<file path="config.mk">
export PLATFORM = sky130hd
export DESIGN_NAME = image_stream_reader_flat
export DESIGN_NICKNAME = d
export VERILOG_FILES = /design/src/rtl/image_stream_reader_if.sv /design/src/rtl/image_stream_reader.sv /design/src/flat_wrapper.sv
export SDC_FILE = /design/constraint.sdc
export NUM_CORES = 1
export LEC_CHECK = 0
export ABC_AREA = 1
export BUFFER_PORTS_ARGS = -buffer_cell sky130_fd_sc_hd__clkbuf_2
export CAP_MARGIN = 30
export CORE_MARGIN = 5
export CORE_UTILIZATION = 45
export CTS_BUF_LIST = sky130_fd_sc_hd__clkbuf_2
export DETAILED_ROUTE_END_ITERATION = 10
export SYNTH_ARGS = -nofsm -noshare
export SYNTH_HDL_FRONTEND = slang
export SYNTH_SLANG_ARGS = --single-unit
</file>
<file path="constraint.sdc">
create_clock -name clk -period 2.1 [get_ports clk]
set_input_delay 0.315 -clock clk [delete_from_list [all_inputs] [get_ports clk]]
set_output_delay 0.315 -clock clk [all_outputs]
set_load 0.05 [all_outputs]
</file>
<file path="src/rtl/image_stream_reader_if.sv">
// Frame-buffer read port plus outgoing pixel stream, bundled for the raster reader.
interface image_stream_reader_if #(
    parameter int ADDR_W = 16
);
    logic              rd_en;
    logic [ADDR_W-1:0] rd_addr;
    logic [7:0]        rd_data;
    logic              pix_valid;
    logic              pix_ready;
    logic [7:0]        pix_data;
    logic              pix_last;

    modport master (
        output rd_en, rd_addr, pix_valid, pix_data, pix_last,
        input  rd_data, pix_ready
    );

    modport slave (
        input  rd_en, rd_addr, pix_valid, pix_data, pix_last,
        output rd_data, pix_ready
    );
endinterface

</file>
<file path="src/rtl/image_stream_reader.sv">
// Raster-order frame reader: issues credit-limited RAM reads, absorbs the 2-cycle
// read latency in a small show-ahead FIFO and streams pixels with a last marker.
module image_stream_reader #(
    parameter int IMG_W      = 256,
    parameter int IMG_H      = 256,
    parameter int ADDR_W     = $clog2(IMG_W*IMG_H),
    parameter int FIFO_DEPTH = 4
) (
    input  logic clk,
    input  logic rst,
    input  logic start,
    output logic busy,
    output logic done,
    image_stream_reader_if.master bus
);

    // state  | meaning
    // S_IDLE | waiting for start, nothing outstanding
    // S_READ | issuing reads, collecting return data, streaming pixels
    // S_DONE | one-cycle completion pulse
    typedef enum logic [1:0] {S_IDLE, S_READ, S_DONE} state_t;

    localparam int TOTAL = IMG_W * IMG_H;
    localparam int PTR_W = (FIFO_DEPTH > 1) ? $clog2(FIFO_DEPTH) : 1;
    localparam int CNT_W = $clog2(FIFO_DEPTH + 1);
    localparam logic [ADDR_W:0]  TOTAL_C = (ADDR_W+1)'(TOTAL);
    localparam logic [ADDR_W:0]  LAST_C  = (ADDR_W+1)'(TOTAL - 1);
    localparam logic [CNT_W:0]   DEPTH_C = (CNT_W+1)'(FIFO_DEPTH);
    localparam logic [CNT_W-1:0] FULL_C  = CNT_W'(FIFO_DEPTH);
    localparam logic [PTR_W-1:0] PTR_MAX = PTR_W'(FIFO_DEPTH - 1);

    state_t            state_q, state_d;
    logic [ADDR_W:0]   issue_addr_q, issue_addr_d;
    logic [ADDR_W:0]   pix_cnt_q, pix_cnt_d;
    logic [ADDR_W-1:0] rd_addr_q, rd_addr_d;
    logic              v1_q, v2_q;
    logic [7:0]        mem_q [FIFO_DEPTH];
    logic [PTR_W-1:0]  wr_ptr_q, wr_ptr_d, rd_ptr_q, rd_ptr_d;
    logic [CNT_W-1:0]  count_q, count_d;

    logic              rd_en_w;
    logic              push, pop, fifo_empty;
    logic [CNT_W:0]    credit;

    assign fifo_empty = (count_q == '0);
    assign push       = v2_q;
    assign pop        = !fifo_empty && bus.pix_ready;
    assign credit     = {1'b0, count_q} + {{CNT_W{1'b0}}, v1_q} + {{CNT_W{1'b0}}, v2_q};

    always_ff @(posedge clk or posedge rst) begin
        if (rst) state_q <= S_IDLE;
        else     state_q <= state_d;
    end

    always_comb begin
        state_d = state_q;
        case (state_q)
            S_IDLE:  if (start) state_d = S_READ;
            S_READ:  if (pop && (pix_cnt_q == LAST_C)) state_d = S_DONE;
            S_DONE:  state_d = S_IDLE;
            default: state_d = S_IDLE;
        endcase
    end

    always_comb begin
        busy    = (state_q != S_IDLE);
        done    = (state_q == S_DONE);
        rd_en_w = (state_q == S_READ) && (issue_addr_q < TOTAL_C) && (credit < DEPTH_C);
    end

    always_comb begin
        issue_addr_d = issue_addr_q;
        pix_cnt_d    = pix_cnt_q;
        rd_addr_d    = rd_addr_q;
        if (state_q == S_IDLE && start) begin
            issue_addr_d = '0;
            pix_cnt_d    = '0;
        end else begin
            if (rd_en_w) begin
                issue_addr_d = issue_addr_q + 1'b1;
                rd_addr_d    = issue_addr_q[ADDR_W-1:0];
            end
            if (pop) pix_cnt_d = pix_cnt_q + 1'b1;
        end
    end

    always_comb begin
        wr_ptr_d = wr_ptr_q;
        rd_ptr_d = rd_ptr_q;
        count_d  = count_q;
        if (push) wr_ptr_d = (wr_ptr_q == PTR_MAX) ? '0 : wr_ptr_q + 1'b1;
        if (pop)  rd_ptr_d = (rd_ptr_q == PTR_MAX) ? '0 : rd_ptr_q + 1'b1;
        if (push && !pop)      count_d = count_q + 1'b1;
        else if (pop && !push) count_d = count_q - 1'b1;
    end

    // Clearing v1/v2 on reset is what drops any read data still returning from the RAM.
    always_ff @(posedge clk or posedge rst) begin
        if (rst) begin
            issue_addr_q <= '0;
            pix_cnt_q    <= '0;
            rd_addr_q    <= '0;
            v1_q         <= 1'b0;
            v2_q         <= 1'b0;
            wr_ptr_q     <= '0;
            rd_ptr_q     <= '0;
            count_q      <= '0;
        end else begin
            issue_addr_q <= issue_addr_d;
            pix_cnt_q    <= pix_cnt_d;
            rd_addr_q    <= rd_addr_d;
            v1_q         <= rd_en_w;
            v2_q         <= v1_q;
            wr_ptr_q     <= wr_ptr_d;
            rd_ptr_q     <= rd_ptr_d;
            count_q      <= count_d;
        end
    end

    always_ff @(posedge clk) begin
        if (push) mem_q[wr_ptr_q] <= bus.rd_data;
    end

    assign bus.rd_en     = rd_en_w;
    assign bus.rd_addr   = rd_en_w ? issue_addr_q[ADDR_W-1:0] : rd_addr_q;
    assign bus.pix_valid = !fifo_empty;
    assign bus.pix_data  = fifo_empty ? 8'h00 : mem_q[rd_ptr_q];
    assign bus.pix_last  = !fifo_empty && (pix_cnt_q == LAST_C);

    // The issue credit makes this unreachable; a hit means the credit logic is broken.
    a_no_overflow: assert property (@(posedge clk) disable iff (rst) !(push && count_q == FULL_C));

endmodule

</file>
<file path="src/flat_wrapper.sv">
// flat-port wrapper written by rule: the top's interface ports become plain ports
module image_stream_reader_flat 
#(
    parameter int IMG_W      = 256,
    parameter int IMG_H      = 256,
    parameter int ADDR_W     = $clog2(IMG_W*IMG_H),
    parameter int FIFO_DEPTH = 4
)
  (clk, rst, start, busy, done, bus_rd_en, bus_rd_addr, bus_pix_valid, bus_pix_data, bus_pix_last, bus_rd_data, bus_pix_ready);
  image_stream_reader_if #(.ADDR_W(ADDR_W)) bus_i ();
  input  logic clk;
  input  logic rst;
  input  logic start;
  output logic busy;
  output logic done;
  output wire logic [$bits(bus_i.rd_en)-1:0] bus_rd_en;
  output wire logic [$bits(bus_i.rd_addr)-1:0] bus_rd_addr;
  output wire logic [$bits(bus_i.pix_valid)-1:0] bus_pix_valid;
  output wire logic [$bits(bus_i.pix_data)-1:0] bus_pix_data;
  output wire logic [$bits(bus_i.pix_last)-1:0] bus_pix_last;
  input wire logic [$bits(bus_i.rd_data)-1:0] bus_rd_data;
  input wire logic [$bits(bus_i.pix_ready)-1:0] bus_pix_ready;
  assign bus_rd_en = bus_i.rd_en;
  assign bus_rd_addr = bus_i.rd_addr;
  assign bus_pix_valid = bus_i.pix_valid;
  assign bus_pix_data = bus_i.pix_data;
  assign bus_pix_last = bus_i.pix_last;
  assign bus_i.rd_data = bus_rd_data;
  assign bus_i.pix_ready = bus_pix_ready;
  image_stream_reader #(.IMG_W(IMG_W), .IMG_H(IMG_H), .ADDR_W(ADDR_W), .FIFO_DEPTH(FIFO_DEPTH)) u_core (.clk(clk), .rst(rst), .start(start), .busy(busy), .done(done), .bus(bus_i));
endmodule
</file>
==> Word-level counts from Yosys, hierarchy flattened <==
Memories as Yosys holds them, arrays and structs flattened.
Cells that the tools add are included.
{ "word_totals": {"ff_bits": 61, "wordCells": 60, "memories": 1, "input_bits": 12, "out_inout_bits": 29, "ramBits": 32} }
{ "classes": {"add_sub_neg": 8, "muxes": 15, "magnitude_cmp": 2, "n_reduce_logical": 18, "n_eq_ne": 7} }
{ "memory_table": {"columns": ["memory", "words", "word_bits", "read_ports", "rd_ports_with_merged_regs", "write_ports", "line_no", "text"], "rows": [
  ["u_core.mem_q", 4, 8, 1, 0, 1, "image_stream_reader.sv:37", "logic [7:0] mem_q [FIFO_DEPTH];"]
]} }
{ "ops": {"columns": ["op", "count"], "rows": [
  ["17-bit two-way mux", 4],
  ["17-bit by 1-bit adder with 17-bit output, second input constant", 2],
  ["17-bit by 16-bit == test with 1-bit output, second input constant", 1],
  ["17-bit < comparator, second input constant", 1],
  ["16-bit two-way mux", 1],
  ["1-bit logical AND", 8],
  ["2-bit two-way mux", 4],
  ["8-bit two-way mux", 1],
  ["2-bit nonzero test", 4],
  ["2-bit == test, second input constant", 3],
  ["3-bit two-way mux", 2],
  ["2-bit by 1-bit adder with 2-bit output, second input constant", 2],
  ["3-bit by 1-bit adder with 4-bit output", 1],
  ["4-bit by 1-bit adder with 4-bit output", 1],
  ["4-bit by 3-bit < comparator with 1-bit output, second input constant", 1],
  ["2-bit case mux with 2 select lines", 1],
  ["3-bit by 1-bit adder with 3-bit output, second input constant", 1],
  ["1-bit logical NOT", 3],
  ["3-bit logical NOT", 1],
  ["3-bit by 1-bit subtractor with 3-bit output, second input constant", 1],
  ["2-bit by 1-bit == test with 1-bit output, second input constant", 1],
  ["2-bit logical NOT", 1],
  ["1-bit two-way mux", 2],
  ["2-bit by 1-bit != test with 1-bit output, second input constant", 1],
  ["other kinds (2)", 2]
]} }

==> Depth between registers and ports, before layout <==
Gate-level depths: netlist of run 1.
{ "depth": {"word_depth": 6, "ltp_mapped": 10, "ltp_nobuf": 9} }

==> Worst setup path after synthesis of run 1 <==
OpenSTA, ideal clock, no wires.
{ "synth_path": {"path_kind": "reg2out", "start": "reg u_core.v2_q, in the netlist u_core.push", "end": "out bus_rd_addr[0]", "path_stages_with_launch": 8, "required_time_ns": 1.785, "path_slack_ns": -0.498, "t_arrival_ns": 2.283, "cell_sequence": "dfrtp_1 > ha_1 > nand2_1 > nand2_1 > nand2_1 > nand2_4 > clkbuf_1 > o21ai_0"} }
{ "synth_via": {"elab_chain_cells": 4} }
{ "synth_lines": {"columns": ["element", "line_no", "text"], "rows": [
  ["from (decl)", "image_stream_reader.sv:36", "logic v1_q, v2_q;"],
  ["from (signal assigned)", "image_stream_reader.sv:113", "v2_q <= v1_q;"],
  ["4-bit by 1-bit adder with 4-bit output", "image_stream_reader.sv:48", "assign credit = {1'b0, count_q} + {{CNT_W{1'b0}}, v1_q} + {{CNT_W{1'b0}}, v2_q};"],
  ["4-bit by 3-bit < comparator with 1-bit output", "image_stream_reader.sv:68", "rd_en_w = (state_q == S_READ) && (issue_addr_q < TOTAL_C) && (credit < DEPTH_C);"],
  ["1-bit logical AND", "image_stream_reader.sv:68", null],
  ["16-bit two-way mux", "image_stream_reader.sv:125", "assign bus.rd_addr = rd_en_w ? issue_addr_q[ADDR_W-1:0] : rd_addr_q;"],
  ["to (decl)", "flat_wrapper.sv:17", "output wire logic [$bits(bus_i.rd_addr)-1:0] bus_rd_addr;"]
]} }
Every way passes these cells.

==> Final worst setup path of run 1 <==
{ "layout_path": {"start": "reg u_core.v2_q, in the netlist u_core.push", "end": "out bus_rd_addr[2]"} }
Same word-level chain as after synthesis.

==> key figures, run 1 <==
Outcome
  – Status: complete, but fails checks
  – Failing checks: negative setup slack

Yosys
  – Compound-Gate Fraction of Synth Area: 8.00%
  – Synth top area share: 34.1%
  – Syn Inst Count: 512
  – Post-Syn Nets: roughly 540
  – Post-Synth Simple-Gate Area: 25.5%
  – YS warnings: 0
  – Post-synthesis xor/xnor area fraction: 0.783%
  – Mux share of post-synthesis cell area: 0.252%
  – Top cells by area, synth: dfrtp_1 34%, edfxtp_1 21%, nand2_1 11%
  – Seq/Total Area, Yosys: between 50 and 60%
  – Leading area contributor after synthesis: dfrtp_1
  – Main combinational cell family by area after synthesis: simple AND/OR/NAND/NOR gates
  – Synth Area per Inst: 8.74 um^2
  – Register bit total from synthesis: 93
  – Synth cell types: 32
  – Adder-cell share of the synthesized area: 3.24%
  – Cell area after synthesis: around 4500 um^2

Route
  – Initial DRC count: 166
  – Via count: 3,654
  – Drt via density: between 4 and 5
  – DRC Markers: 0
  – Antenna violation net count after detailed routing: 0
  – Drt wl/cell: 13.9 um
  – Drt pass-1 iters: 5
  – Post-Route WL: 10,400 um

Power
  – Pwr Total: 0.00551 W
  – Leakage power: 2.95 nW
  – Clock share of power: 18.5%
  – Switching power of the nets: around 0.0021 W
  – VDD IR max: 0.694 mV
  – PD cells: 882 nW/um^2
  – Int Pwr: about 0.0034 W
  – Comb pwr share: around 43%
  – Sw frac: 38.3%
  – Flop pwr share: 38.5%

Critical path
  – CP required: about 1800 ps
  – CP Capture Type: primary output
  – Max stage delay on crit path: 440 ps
  – Most used cell, CP: nand2_2
  – Worst-path fanout max: 7
  – Slowest-stage cell, CP: dfrtp_1
  – Crit Path Category: flip-flop to primary output
  – Crit path DAT: 2110 ps
  – Critical path launch point type: flip-flop
  – CP Cell Sequence: ha_1 > nand2_2 > nand2_2 > nand2_4 > nand2_8 > clkbuf_16 > o21ai_2 > buf_12
  – Reg2reg path depth: 10

Clock network
  – CTS sink cnt: 93
  – Root buf cell: clkbuf_2
  – CTS tree: done
  – Num CTS Buffers: 9
  – Clock Latency Late Sink: 550 ps
  – CTS max path bufs: 2
  – Clock-pin slew on the worst setup and hold paths: roughly 260 ps
  – H-tree levels: 3

Timing
  – Hold Worst Slack: 202 ps
  – Setup TNS: -5350 ps
  – Final setup fails: 26
  – Final period util: 115%
  – Slew Viols, Final: 0
  – Slew headroom: 65.1%
  – RSZ-0062 raised after global routing: yes
  – Crit path setup slack, layout: -324 ps
  – Crit path time final: 2420 ps
  – Clk_skew: 31.9 ps
  – Max frequency: 0.412 GHz
  – Worst-Margin Slew: 523 ps
  – Final hold violation count: 0

Global routing
  – Antenna violations before repair: 0
  – First-pass GRT wire length: 16,800 um
  – Gr ovfl total: 0
  – Total GRT Usage: 18.0%
  – Number of global-route vias before repair: 3,613
  – Largest net degree at the start of global routing: 40

Hold path
  – Hold Crit Class: primary input to flip-flop
  – Worst hold stages: 4

Die
  – Io pins: a little over 40
  – Total die area: around 12,000 um^2
  – Die Y: 110 um
  – Initial core utilization: between 40% and 50%
  – Die Span X: ~110 um
  – FP Rows: 36
  – Core Area: a little under 10,000 um^2

Placed design
  – Port bufs: 40
  – Pre-CTS WS: around 170 ps
  – Post-DP HPWL: 6420 um
  – Routability-driven placement congestion ratio: 0.760

Final layout
  – Final nets: roughly 630
  – Area growth from synthesis to layout: 39.5%
  – Most frequent cells in the layout: 99 x nand2_1, 60 x nor2_1, 60 x dfrtp_1, 48 x inv_1, 36 x buf_4
  – Commonest non-fill, non-tap cell in the layout: nand2_1
  – Number of diodes: 0
  – Share of post-route cells with drive strength above 1: 33.1%
  – Filler instances: 810

Flow run
  – Number of max-cap violations: 0
[final timing paths]
path                                         from                    to  slack (ps)
worst max-delay path                  u_core.push        bus_rd_addr[2]        -320
worst min-delay path                bus_pix_ready     u_core.state_q[1]         200
worst max register to register  u_core.count_q[0]     u_core.count_q[2]         110
worst min register to register        u_core.v1_q           u_core.push         440
max in group asynchronous                     rst           u_core.v1_q        1200
min in group asynchronous                     rst  u_core.pix_cnt_q[13]         290
[final cells by class]
type	instances	area [um^2]	area share, %
flip-flops and latches	93	2490	39.9
multi-input cells	350	2050	32.9
repair buffers	99	1140	18.3
inverters	57	240	3.85
well taps	133	166	2.67
clock inverters	7	96.3	1.54
clock buffers	9	45.0	0.722
repair inverters	1	11.3	0.180
[logic make-up (layout without fill, tap and decap cells)]
| logic type | Yosys count | after routing |
|---|---|---|
| DFF | 93 | 93 |
| buffers and inverters | 70 | 173 |
| AOI/OAI and AO/OA | 70 | 70 |
| and+or+nand+nor | 263 | 264 |
| muxes | 1 | 1 |
| xor gates and xnor gates | 4 | 4 |
| adders and majority gates | 11 | 11 |
[cells in the mapped netlist]
cell type	instances
nand2_2	4
buf_4	1
o22ai_1	1
nand3_1	22
a21oi_2	1
nor3_2	1
buf_2	6
nor2_4	3
a21oi_1	17
inv_2	4
nor3_1	7
xnor2_1	1
ha_1	10
nand2_4	1
o21bai_1	1
nand3_2	1
edfxtp_1	32
inv_1	51
clkinv_1	2
fa_1	1
buf_6	3
xor2_1	3
nor2_2	3
dfrtp_1	61
o21ai_0	44
nor2_1	80
nand2_1	129
nor2_8	2
mux2_2	1
nand4_1	10
o21ai_1	6
clkbuf_1	3
[critical path, delay by kind of cell, from the launching register on]
family	cells	cell delay, ps
flops	1	440
buf+inv	2	350
simple gates	4	330
fa+ha+maj	1	310
compound gates	1	160
[state kept, by name (all words and copies together), names as in the netlist]
name                 flops
u_core.rd_addr_q        16
u_core.wr_ptr_q          2
u_core.count_q           3
u_core.mem_q            32
u_core.push              1
u_core.state_q           2
u_core.issue_addr_q     17
u_core.v1_q              1
u_core.rd_ptr_q          2
u_core.pix_cnt_q        17
[through the flow]
stage / instances / cell area (um^2) / utilization, %
3_5_place_dp: 685 / 5150 / 52.9
6_report: 749 / 6240 / 64.2
3_3_place_gp: 685 / 5150 / 52.9
5_1_grt: 749 / 6240 / 64.2
2_1_floorplan: 512 / 4500 / -
4_1_cts: 743 / 5910 / 60.8
[metal layers]
| metal | share of wire (%) | wire length [um] | GRT usage (%) |
|---|---|---|---|
| met3 | 3.1 | 319 | 4.58 |
| met2 | 51 | 5290 | 30.2 |
| met1 | 45 | 4680 | 23.0 |
| met5 | 0 | 0 | 0 |
| met4 | 1.3 | 138 | 5.34 |
[power groups by stage]
| stage | logic (W) | clock network, W | registers [W] |
|---|---|---|---|
| finish | 0.00237 | 0.00102 | 0.00212 |
| global route | 0.00255 | 0.00113 | 0.00214 |
| CTS | 0.00216 | 0.00105 | 0.00211 |
| detailed placement | 0.00141 | 0 | 0.00220 |
| global placement | 0.00140 | 0 | 0.00219 |
| floorplan | 0.00116 | 0 | 0.00212 |
[repair_timing]
item                       CTS  global route
hold buffers                 9             0
gates resized for setup     92            72
cloned                       2             3
hold endpoints to repair    54             0
setup endpoints to repair   26            31
pin swaps                   23            27
setup buffers               31             8
No activity file was read; power rests on OpenSTA's default activity.
==> run 2: changes to the inputs <==
==> constraint.sdc (replaced) <==
create_clock -name clk -period 2.3 [get_ports clk]
set_input_delay 0.345 -clock clk [delete_from_list [all_inputs] [get_ports clk]]
set_output_delay 0.345 -clock clk [all_outputs]
set_load 0.05 [all_outputs]
==> key figures, run 2 (same netlist as run 1, synthesis figures left out) <==
Route
  – Drt wl/cell: 13.9 um
  – Antenna violation net count after detailed routing: 0
  – Met1 wire length: 4520 um
  – Max layer used: met4
  – Met2 routed WL: 5130 um
  – WL met3: between 300 and 400 um
  – Post-Route WL: 10,100 um
  – Drt pass-1 iters: 5
  – DRC Markers: 0
  – Via count: around 3.6k
  – Initial DRC count: 120
  – Drt via density: ~4.9

Clock network
  – CTS tree: done
  – CTS sink cnt: 93
  – Num CTS Buffers: 9
  – Root buf cell: clkbuf_2
  – Clock Latency Late Sink: 540 ps
  – Clock-pin slew on the worst setup and hold paths: 250 ps
  – H-tree levels: 3
  – CTS max path bufs: 2

Final layout
  – Area growth from synthesis to layout: 27.9%
  – Final nets: about 610
  – Max reg flops: 32
  – Commonest non-fill, non-tap cell in the layout: nand2_1
  – Most frequent cells in the layout: 103 x nand2_1, 75 x nor2_1, 60 x dfrtp_1, 48 x inv_1, 38 x o21ai_0
  – Share of the core filled with cells: a little under 60%
  – Number of diodes: 0
  – Biggest regs: u_core.mem_q x32, u_core.issue_addr_q x17, u_core.pix_cnt_q x17
  – Share of post-route cells with drive strength above 1: 26.3%
  – Largest register by flop count: u_core.mem_q

Placed design
  – Routability-driven placement congestion ratio: 0.820
  – Port bufs: 40
  – Post-DP HPWL: between 6000 and 7000 um

Die
  – Die Y: 110 um
  – Initial core utilization: between 40% and 50%
  – FP Rows: 36
  – Die Span X: 110 um
  – Core Area: 9730 um^2
  – Total die area: 12,000 um^2
  – Io pins: a little over 40

Timing
  – Slew headroom: 62.5%
  – Max frequency: 0.414 GHz
  – Slew Viols, Final: 0
  – Worst-Margin Slew: 561 ps
  – Clk_skew: 25.1 ps
  – Crit path time final: 2420 ps
  – Final period util: 105%
  – Final hold violation count: 0
  – Crit path setup slack, layout: -115 ps
  – Setup TNS: -1380 ps
  – RSZ-0062 raised after global routing: yes
  – Final setup fails: 16

Power
  – Pwr Total: between 0.004 and 0.005 W
  – VDD IR max: 0.519 mV
  – PD cells: roughly 760 nW/um^2
  – Leakage power: 2.75 nW

Critical path
  – Worst-path fanout max: 9
  – Reg-to-reg endpoint: u_core.issue_addr_q[15]
  – R2r startpoint: u_core.push
  – Crit path DAT: 2070 ps
  – R2R setup slack: 260 ps
  – CP Capture Type: primary output
  – Critical path launch point type: flip-flop
  – Crit Path Category: flip-flop to primary output
  – CP required: 1960 ps
  – Reg2reg path depth: 11

Global routing
  – Total GRT Usage: between 15 and 20%
  – Gr ovfl total: 0
  – Number of global-route vias before repair: 3,567
  – Antenna violations before repair: 0
  – First-pass GRT wire length: 16,800 um
  – Largest net degree at the start of global routing: 39

Hold path
  – HP Start: bus_pix_ready
  – Hold Crit Class: primary input to flip-flop
  – Worst Hold End: u_core.state_q[1]
  – Worst hold stages: 4

Outcome
  – Failing checks: negative setup slack
  – Status: complete, but fails checks

Flow run
  – Number of max-cap violations: 0
[run 2: worst max-delay path by stage]
stage	startpoint	to	cells past startpoint
after detailed placement	u_core.count_q[0]	bus_rd_addr[0]	9
final	u_core.push	bus_rd_addr[8]	8
after floorplan	u_core.push	bus_rd_addr[0]	7
after CTS	u_core.push	bus_rd_addr[0]	8
after global placement	u_core.pix_cnt_q[0]	bus_pix_last	9
after global routing	u_core.push	bus_rd_addr[8]	8
[run 2: timing repair]
| item | 4_1_cts | 5_1_grt |
|---|---|---|
| setup endpoints to repair | 26 | 26 |
| resized for setup | 62 | 56 |
| gates cloned | 2 | 0 |
| hold buffers | 9 | 0 |
| buffers inserted | 19 | 3 |
| endpoints found under the hold margin | 51 | 0 |
| pin swaps | 7 | 2 |
[run 2: stage by stage]
| step | cells | worst slack, ps | area [um^2] | hold slack, ps |
|---|---|---|---|---|
| 2_1_floorplan | 512 | -328 | 4480 | 354 |
| 3_3_place_gp | 678 | 257 | 4940 | 367 |
| 3_5_place_dp | 678 | 234 | 4940 | 365 |
| 4_1_cts | 724 | -143 | 5540 | 235 |
| 5_1_grt | 727 | -261 | 5720 | 247 |
| 6_report | 727 | -115 | 5720 | 259 |
[run 2: area by class of cell]
class                           count  area, um^2
Fill cell                         848        4010
Sequential cell                    93        2490
Multi-Input combinational cell    349        1910
Timing Repair Buffer               79         807
Inverter                           57         229
Tap cell                          133         166
Clock inverter                      6        71.3
Clock buffer                       10        50.0
[run 2: worst max-delay path, stage by stage (launching register included)]
cell,delay [ps]
dfrtp_1,450
ha_1,290
nand2_1,60
nand2_1,50
nand2_2,100
nand2_8,100
buf_16,180
o21ai_4,150
buf_8,160
[run 2: report_power, final]
group          leakage, nW  internal, W  total [W]  switching, W
Combinational         1.62     0.000517    0.00156       0.00104
Sequential            1.06      0.00183    0.00194      0.000111
Clock               0.0687     0.000263   0.000838      0.000575
Total                 2.75      0.00261    0.00433       0.00173
[run 2: per-layer routing]
layer,global-route usage (%),up-vias
met3,2.82,13
met5,0,-
met4,5.97,0
li1,-,1809
met1,23.4,1704
met2,30.7,70
==> run 3: changes to the inputs <==
--- a/config.mk
+++ b/config.mk
@@ -8,10 +8,13 @@
 export ABC_AREA = 1
 export BUFFER_PORTS_ARGS = -buffer_cell sky130_fd_sc_hd__clkbuf_2
 export CAP_MARGIN = 30
+export CELL_PAD_IN_SITES_DETAIL_PLACEMENT = 1
+export CELL_PAD_IN_SITES_GLOBAL_PLACEMENT = 1
 export CORE_MARGIN = 5
 export CORE_UTILIZATION = 45
 export CTS_BUF_LIST = sky130_fd_sc_hd__clkbuf_2
 export DETAILED_ROUTE_END_ITERATION = 10
+export PLACE_DENSITY_LB_ADDON = 0.1
 export SYNTH_ARGS = -nofsm -noshare
 export SYNTH_HDL_FRONTEND = slang
 export SYNTH_SLANG_ARGS = --single-unit
==> key figures, run 3 (same netlist as run 1, synthesis figures left out) <==
Power
  – VDD IR max: 0.491 mV
  – Pwr Total: 0.00472 W
  – Leakage power: 2.90 nW
  – PD cells: 775 nW/um^2

Route
  – Drt pass-1 iters: 4
  – DRC Markers: 0
  – Antenna violation net count after detailed routing: 0
  – Via count: roughly 3.9k
  – Initial DRC count: 166
  – Drt wl/cell: about 19 um
  – Drt via density: 5.23
  – Post-Route WL: 13,900 um

Timing
  – Final setup fails: 18
  – Hold Worst Slack: 208 ps
  – Final period util: 113%
  – Final hold violation count: 0
  – Crit path setup slack, layout: -303 ps
  – Slew Viols, Final: 0
  – Worst-Margin Slew: 394 ps
  – Setup TNS: -4540 ps
  – Crit path time final: 2600 ps
  – Max frequency: 0.384 GHz
  – RSZ-0062 raised after global routing: yes
  – Slew headroom: ~74%
  – Clk_skew: approximately 37 ps

Critical path
  – Buf/Inv on CP: 3
  – Most used cell, CP: nand2_2
  – CP required: 1960 ps
  – Crit Path Category: flip-flop to primary output
  – Worst-path fanout max: 5
  – Slowest-stage cell, CP: dfrtp_1
  – Max stage delay on crit path: roughly 460 ps
  – Critical path launch point type: flip-flop
  – CP delay by family, top: flip-flops
  – Crit path DAT: 2260 ps
  – CP Cell Sequence: ha_1 > nand2_2 > nand2_2 > nand2_2 > nand2_4 > buf_6 > buf_16 > nand2_4 > o21ai_4 > buf_8
  – CP startpoint: u_core.push
  – CP Capture Type: primary output
  – R2r startpoint: u_core.count_q[0]

Die
  – Initial core utilization: a little under half
  – FP Rows: 36
  – Io pins: 41
  – Die Y: 110 um
  – Die Span X: about 110 um
  – Total die area: approximately 12,000 um^2
  – Core Area: 9730 um^2

Outcome
  – Status: complete, but fails checks
  – Failing checks: negative setup slack

Clock network
  – CTS tree: done
  – CTS max path bufs: 2
  – H-tree levels: 3
  – Clock-pin slew on the worst setup and hold paths: 280 ps
  – CTS sink cnt: 93
  – Root buf cell: clkbuf_2
  – Clock Latency Late Sink: 580 ps
  – Num CTS Buffers: 9

Final layout
  – Commonest non-fill, non-tap cell in the layout: nand2_1
  – Share of post-route cells with drive strength above 1: 30.9%
  – Area growth from synthesis to layout: 36.1%
  – Fin cells: around 740
  – Max reg flops: 32
  – Final nets: 627
  – Largest register by flop count: u_core.mem_q
  – Most frequent cells in the layout: 95 x nand2_1, 70 x nor2_1, 59 x dfrtp_1, 48 x inv_1, 35 x buf_4
  – Biggest regs: u_core.mem_q x32, u_core.issue_addr_q x17, u_core.pix_cnt_q x17
  – Number of diodes: 0

Global routing
  – First-pass GRT wire length: around 21,000 um
  – Antenna violations before repair: 0
  – Total GRT Usage: 22.5%
  – Gr ovfl total: 0
  – Number of global-route vias before repair: 4,147
  – Largest net degree at the start of global routing: 62

Hold path
  – HP Start: bus_pix_ready
  – Hold Crit Class: primary input to flip-flop

Placed design
  – Pre-CTS WS: ~260 ps
  – Port bufs: 40
  – Routability-driven placement congestion ratio: 0.784
  – Cell count after placement: 681
  – Post-DP HPWL: 7520 um

Flow run
  – Number of max-cap violations: 0
run 3: cell types whose count changed in the layout (fill, tap and decap cells not counted), sizes merged:
cell,change
buf,+17
inv,+2
clkbuf,-3
clkinvlp,-1
run 3: final timing paths:
kind / end / slack [ps] / cells after the start
max: bus_rd_addr[2] / -300 / 10
min: u_core.count_q[0] / 210 / 4
max reg2reg: u_core.count_q[2] / 190 / 10
min reg2reg: u_core.push / 410 / 0
max in group asynchronous: u_core.issue_addr_q[15] / 1660 / 4
min in group asynchronous: u_core.push / 340 / 4
run 3: timing repair:
action                                 4_1_cts  5_1_grt
setup endpoints to repair                   26       26
hold buffers                                 9        0
endpoints found under the hold margin       93        0
cloned                                       6        0
buffers inserted                            20       13
pin swaps                                   12       24
resized for setup                          106       84
run 3: metal layers:
| layer | global-route usage, % | up-vias | part of all wire (%) |
|---|---|---|---|
| met3 | 2.82 | 37 | 2.2 |
| met2 | 41.4 | 70 | 54 |
| met5 | 0 | - | 0 |
| met4 | 9.35 | 0 | 3.9 |
| li1 | - | 1838 | - |
| met1 | 26.3 | 1938 | 40 |
run 3: worst min-delay path, stage by stage:
cell      delay [ps]
clkbuf_2          90
nand2_2           90
ha_1             190
xnor2_1           90
run 3: final cells by class:
class	count	area (um^2)
clock buffer	9	45.0
clock inverter	7	80.1
fill	1131	3640
inverter	57	239
multi-input combinational	349	2050
sequential	93	2490
tap	133	166
timing repair buffer	94	1020
run 3: power by group:
group,internal [W],switching [W]
clock network,0.000267,0.000614
logic,0.000713,0.00118
registers,0.00183,0.000120
total,0.00281,0.00191
run 3: metrics by stage:
stage	area, um^2	utilization (%)
final	6090	62.6
after global routing	6090	62.6
after CTS	5810	59.7
after detailed placement	4960	51.0
after global placement	4960	51.0
after floorplan	4480	-
